`src/rtl/wb_arbiter2.sv`:
```
// Two-master Wishbone B4 pipelined bus arbiter.
// One master owns the shared bus for a whole tenure (cyc high); the arbiter
// tracks outstanding strobes so the owner can never have more than MAX_OUT
// unacknowledged requests, and aborts cleanly when cyc drops early or rst hits.
//
// Handshake: a strobe is accepted on a rising edge where s_stb=1 and
// s_stall=0; a response (ack or err) retires one outstanding strobe. The owner
// sees stall=1 whenever the slave stalls or the outstanding window is full.
module wb_arbiter2 #(
    parameter int   MAX_OUT    = 4,
    parameter logic FIXED_PRIO = 1'b0
) (
    input  logic        clk,
    input  logic        rst,
    // master 0 (instruction side)
    input  logic        m0_cyc,
    input  logic        m0_stb,
    input  logic        m0_we,
    input  logic [3:0]  m0_sel,
    input  logic [31:0] m0_adr,
    input  logic [31:0] m0_dat_m,
    output logic [31:0] m0_dat_s,
    output logic        m0_ack,
    output logic        m0_err,
    output logic        m0_stall,
    // master 1 (data side)
    input  logic        m1_cyc,
    input  logic        m1_stb,
    input  logic        m1_we,
    input  logic [3:0]  m1_sel,
    input  logic [31:0] m1_adr,
    input  logic [31:0] m1_dat_m,
    output logic [31:0] m1_dat_s,
    output logic        m1_ack,
    output logic        m1_err,
    output logic        m1_stall,
    // shared downstream bus
    output logic        s_cyc,
    output logic        s_stb,
    output logic        s_we,
    output logic [3:0]  s_sel,
    output logic [31:0] s_adr,
    output logic [31:0] s_dat_m,
    input  logic [31:0] s_dat_s,
    input  logic        s_ack,
    input  logic        s_err,
    input  logic        s_stall,
    // ownership and debug visibility
    output logic [1:0]  gnt,
    output logic [1:0]  dbg_state,
    output logic [3:0]  dbg_cnt
);

    typedef enum logic [1:0] {
        IDLE = 2'd0,
        OWN0 = 2'd1,
        OWN1 = 2'd2
    } state_t;

    localparam logic [3:0] MAX_CNT = 4'(MAX_OUT);

    state_t      state_q, state_d;
    logic [3:0]  cnt_q, cnt_d;
    logic        last_gnt_q, last_gnt_d;   // 0 = m0 was last owner, 1 = m1

    logic        full;
    logic        resp_ok;
    logic        own_cyc;
    logic        accept;
    logic        retire;

    assign full      = (cnt_q == MAX_CNT);
    // Responses with nothing outstanding are stray and must be dropped.
    assign resp_ok   = (cnt_q != 4'd0);
    assign own_cyc   = (state_q == OWN1) ? m1_cyc : m0_cyc;
    assign accept    = s_stb & ~s_stall;
    assign retire    = (s_ack | s_err) & resp_ok;
    assign m0_dat_s  = s_dat_s;
    assign m1_dat_s  = s_dat_s;
    assign dbg_state = state_q;
    assign dbg_cnt   = cnt_q;

    // Bus multiplexing and per-master response routing for the current owner.
    always_comb begin
        s_cyc    = 1'b0;
        s_stb    = 1'b0;
        s_we     = 1'b0;
        s_sel    = 4'd0;
        s_adr    = 32'd0;
        s_dat_m  = 32'd0;
        m0_ack   = 1'b0;
        m0_err   = 1'b0;
        m0_stall = 1'b1;
        m1_ack   = 1'b0;
        m1_err   = 1'b0;
        m1_stall = 1'b1;
        gnt      = 2'b00;
        case (state_q)
            OWN0: begin
                gnt      = 2'b01;
                s_cyc    = m0_cyc;
                s_stb    = m0_stb & ~full;
                s_we     = m0_we;
                s_sel    = m0_sel;
                s_adr    = m0_adr;
                s_dat_m  = m0_dat_m;
                m0_ack   = s_ack & resp_ok;
                m0_err   = s_err & resp_ok;
                m0_stall = s_stall | full;
            end
            OWN1: begin
                gnt      = 2'b10;
                s_cyc    = m1_cyc;
                s_stb    = m1_stb & ~full;
                s_we     = m1_we;
                s_sel    = m1_sel;
                s_adr    = m1_adr;
                s_dat_m  = m1_dat_m;
                m1_ack   = s_ack & resp_ok;
                m1_err   = s_err & resp_ok;
                m1_stall = s_stall | full;
            end
            default: ;
        endcase
    end

    // Next-state: arbitration in IDLE, tenure tracking and outstanding count.
    always_comb begin
        state_d    = state_q;
        cnt_d      = cnt_q;
        last_gnt_d = last_gnt_q;
        case (state_q)
            IDLE: begin
                cnt_d = 4'd0;
                if (m0_cyc && m1_cyc) begin
                    state_d = (FIXED_PRIO || last_gnt_q) ? OWN0 : OWN1;
                end else if (m0_cyc) begin
                    state_d = OWN0;
                end else if (m1_cyc) begin
                    state_d = OWN1;
                end
            end
            OWN0, OWN1: begin
                if (!own_cyc) begin
                    // Normal end or abort: outstanding responses are forgotten.
                    state_d    = IDLE;
                    cnt_d      = 4'd0;
                    last_gnt_d = (state_q == OWN1);
                end else if (accept && !retire) begin
                    cnt_d = cnt_q + 4'd1;
                end else if (retire && !accept) begin
                    cnt_d = cnt_q - 4'd1;
                end
            end
            default: begin
                state_d = IDLE;
                cnt_d   = 4'd0;
            end
        endcase
    end

    // State registers with synchronous reset; m1 counts as last owner so m0 wins the first tie.
    always_ff @(posedge clk) begin
        if (rst) begin
            state_q    <= IDLE;
            cnt_q      <= 4'd0;
            last_gnt_q <= 1'b1;
        end else begin
            state_q    <= state_d;
            cnt_q      <= cnt_d;
            last_gnt_q <= last_gnt_d;
        end
    end

endmodule

```
`config.mk`:
```
export PLATFORM = sky130hd
export DESIGN_NAME = wb_arbiter2
export DESIGN_NICKNAME = d
export VERILOG_FILES = /design/src/rtl/wb_arbiter2.sv
export SDC_FILE = /design/constraint.sdc
export NUM_CORES = 1
export LEC_CHECK = 0
export ABC_AREA = 1
export BUFFER_PORTS_ARGS = -buffer_cell sky130_fd_sc_hd__buf_4
export CAP_MARGIN = 15
export CORE_AREA = 10 10 120 122
export DETAILED_ROUTE_END_ITERATION = 10
export DIE_AREA = 0 0 130 132
export GPL_TIMING_DRIVEN = 0
export PLACE_DENSITY = 0.54
export SKIP_LAST_GASP = 1
export SLEW_MARGIN = 10
export SYNTH_ARGS = -nofsm -noshare
export SYNTH_HDL_FRONTEND = slang
export SYNTH_SLANG_ARGS = --single-unit
```
`constraint.sdc`:
```
create_clock -name clk -period 3.8 [get_ports clk]
set_input_delay 0.57 -clock clk [delete_from_list [all_inputs] [get_ports clk]]
set_output_delay 0.57 -clock clk [all_outputs]
set_load 0.1 [all_outputs]
```
==> results.txt <==
----------------------------------------------------
[Synthesis]
  Share of synthesized area occupied by flip-flops and latches ... 6.73%
  Flops & latches, synth ... 7
  Number of distinct library cells after synthesis ... 20
  Largest area contributor in the netlist ... nand2_1
  Post-Synthesis Cells ... 389
  Mean Syn Cell Area ... 5.36 sq um
  Biggest area contributors in the synthesized netlist ... nand2_1, buf_4, a21oi_1
  Warnings from Yosys ... 0
  Post-synth top area share ... 29.2%
  Cell area after synthesis ... 0.00208 sq mm
  Post-synthesis net count ... 577

[Clock tree]
  Sinks on the clock net ... 7
  Cts bufs inserted ... 3
  Clock edge transition at the registers on the reported setup and hold paths ... 0.04 ns
  Post-CTS resize count ... 0
  Quantity of hold-fixing buffers added after cts ... 0
  Clock tree from TritonCTS ... done
  Clock insertion delay at the later pin of the skew report ... 0.23 ns
  Clk root buf ... clkbuf_16
  Maximum clock path buffer count ... 2
  H-tree depth reported by CTS ... 1
  Postcts setup bufs ... 0

[Setup path]
  Cell type with the highest occurrence count on the critical path ... inv_1
  Critical path capture point ... dbg_cnt[3]
  Cell breakdown of the critical path ... inv_1 > ha_2 > buf_6 > or2_2 > o211ai_1 > nor3_1 > ha_1 > inv_1 > ha_1 > or2_2 > nand3_1 > nand3_1 > nand2_1 > inv_1
  CP startpoint kind ... flop
  Arrival time of the worst setup path ... 2.79 ns
  Stages on the worst setup path ... 14
  Reg2Reg Setup Slack ... 1.13 ns
  Type of element capturing the critical path ... flop
  Type of the worst setup path ... flop to flop
  Beginning of the worst register-to-register path ... dbg_state[0]
  Number of buffers and inverters on the critical path ... 4
  CP delay by family, top ... simple AND/OR/NAND/NOR gates
  R2r worst-path depth ... 14
  Worst path required time ... 3.92 ns
  Worst setup path startpoint ... dbg_state[0]
  Cell with the biggest individual delay on the critical path ... dfxtp_1
  Largest fanout on the critical path ... 9
  Reg2Reg Capture Point ... dbg_cnt[3]
  Worst stage delay on the critical path ... 0.39 ns

[Drt]
  DR vias ... 3438
  Number of routed nets with antenna violations ... 0
  Remaining DRCs ... 0
  Routed wire length per instance ... 17.9 um
  Avg Vias per Cell ... 4.12
  First-pass iteration count of the detailed router ... 4
  Routed wire length ... 15.0 mm
  Number of design-rule violations left by the first detailed-router iteration ... 127

[Die]
  Die height ... 132 um
  Die width ... 130 um
  Placeable core region ... 0.0119 sq mm
  Total I/O pin count ... 328
  Num rows ... 40
  Die outline area ... 0.0172 sq mm
  Initial Utilization ... 17.5%

[Worst hold path]
  Hold Path Class ... flop to flop
  Instance count along the most critical hold path ... 2

[Timing]
  Final setup violating endpoints ... 0
  Final hold violation count ... 0
  Ratio of final minimum period to clock period ... 70.2%
  Minimum setup slack in the final design ... 1.13 ns
  Slew Limit Headroom ... 77.1%
  Clock Skew ... 0.00356 ns
  Number of max-slew violations in the final report ... 0
  Time the worst path needs with I/O delays and setup ... 2.67 ns
  Unrepaired setup endpoints after global routing ... no
  Maximum frequency from static timing analysis ... 375 MHz
  Least-Margin Pin Slew ... 0.344 ns
  TNS Setup ... 0 ns
  Worst hold slack after final layout ... 0.492 ns

[Run status]
  Outcome ... complete, no violations

[Power and ir drop]
  Clock group share of total power ... 3.9%
  Power density of the placed cells ... 948 mW/mm^2
  Net Sw Frac ... 75.3%
  Int Pwr ... 1130 uW
  Leakage power of the design ... 0.00240 uW
  Worst vdd ir ... 0.471 mV
  Comb power frac ... 93.6%
  Switching power of the nets ... 3440 uW
  Register share of total power ... 2.5%

[Cells and area]
  ANT cells ... 0
  Nets@finish ... 877
  Cell area after layout ... 0.00483 sq mm
  Fraction of final layout cells with drive strength greater than 1 ... 67.7%
  Commonest cells after routing, fill and taps aside ... buf_4, nand2_1, a21oi_2
  Area Overhead vs Synth ... 132%
  Fillers ... 1256
  Final Non-Filler Cells ... 835
  Leading cell type in the layout, fill and taps excluded ... buf_4

[Global routing]
  Total global-route track usage ... 15.8%
  Largest net degree at the start of global routing ... 11
  Initial antenna violation count ... 0
  Vias in the first global route ... 3507
  Remaining global-route overflow ... 0
  Wire length of the first global-routing pass ... 21.5 mm

[Placement]
  Detailed-placement wirelength estimate ... 13.4 mm
  Setup Slack @ Placement ... 1.12 ns
  Last weighted congestion value of the routability-driven placer ... 0.820
  Buffers on Ports ... 295
  Placed cell area ... 0.00475 sq mm
  Post-placement cell count ... 831

[Run]
  Maxcap violations ... 0

----------------------------------------------------
routing by layer:
| layer | routed length (um) | global-route usage, % | up-vias |
|---|---|---|---|
| met4 | 56 | 1.44 | 0 |
| met1 | 4940 | 15.4 | 1507 |
| li1 | - | - | 1759 |
| met2 | 8130 | 30.5 | 166 |
| met5 | 0 | 0 | - |
| met3 | 1850 | 6.92 | 6 |
synth_stat cells:
cell / instances
nor3_1: 1
buf_4: 65
a21oi_1: 72
and2_1: 1
or2_2: 2
buf_2: 20
inv_2: 2
o211ai_1: 1
inv_1: 12
fa_1: 1
nand3_1: 5
nand3_2: 1
nor2_1: 18
nand2_2: 4
dfxtp_1: 7
ha_1: 8
nand2_1: 162
buf_6: 2
xor2_1: 2
o21ai_0: 3
state kept, by name, indices dropped and copies added (netlist names):
name	flops
dbg_cnt	4
dbg_state	2
last_gnt_q	1
through the flow:
step	power (uW)	utilization [%]
3_3_place_gp	4430	39.9
2_1_floorplan	3490	-
6_report	4580	40.5
5_1_grt	4820	40.5
4_1_cts	4640	40.5
3_5_place_dp	4450	39.9
power groups by stage:
| stage | Combinational (uW) | Sequential [uW] | Clock, uW |
|---|---|---|---|
| after floorplan | 3280 | 208 | 0 |
| after global placement | 4320 | 114 | 0 |
| after detailed placement | 4330 | 114 | 0 |
| after CTS | 4340 | 114 | 182 |
| after global routing | 4510 | 117 | 185 |
| final | 4280 | 113 | 179 |
cells by family (layout without fill, tap and decap cells):
family                   after synthesis  after routing  share of synthesized area, %
AO/OA/AOI/OAI                         76             76                          18.4
XOR/XNOR                               2              2                         0.841
buffers and inverters                101            400                          31.8
adder cells (fa/ha/maj)                9              9                          5.77
AND/OR/NAND/NOR                      194            194                          36.5
flip-flops                             7              7                          6.73
tightest hold or removal path, stage by stage (launching register included):
cell,delay (ns)
dfxtp_1,0.31
o21ai_0,0.08
nand3_1,0.07
how the worst min path moves through the flow:
stage | startpoint | end | slack [ns]
2_1_floorplan | last_gnt_q | last_gnt_q | 0.44
3_3_place_gp | last_gnt_q | last_gnt_q | 0.46
3_5_place_dp | last_gnt_q | last_gnt_q | 0.48
4_1_cts | last_gnt_q | last_gnt_q | 0.50
5_1_grt | last_gnt_q | last_gnt_q | 0.53
6_report | last_gnt_q | last_gnt_q | 0.49
cell type report:
class | count | area, sq um | share of cell area [%]
repair buffers | 295 | 2210 | 45.9
multi-input cells | 281 | 1550 | 32.1
plain buffers | 87 | 611 | 12.6
well taps | 147 | 184 | 3.81
flip-flops and latches | 7 | 140 | 2.90
clock buffers | 4 | 78.8 | 1.63
inverters | 14 | 52.6 | 1.09
Power figures use the tool's default switching activity.
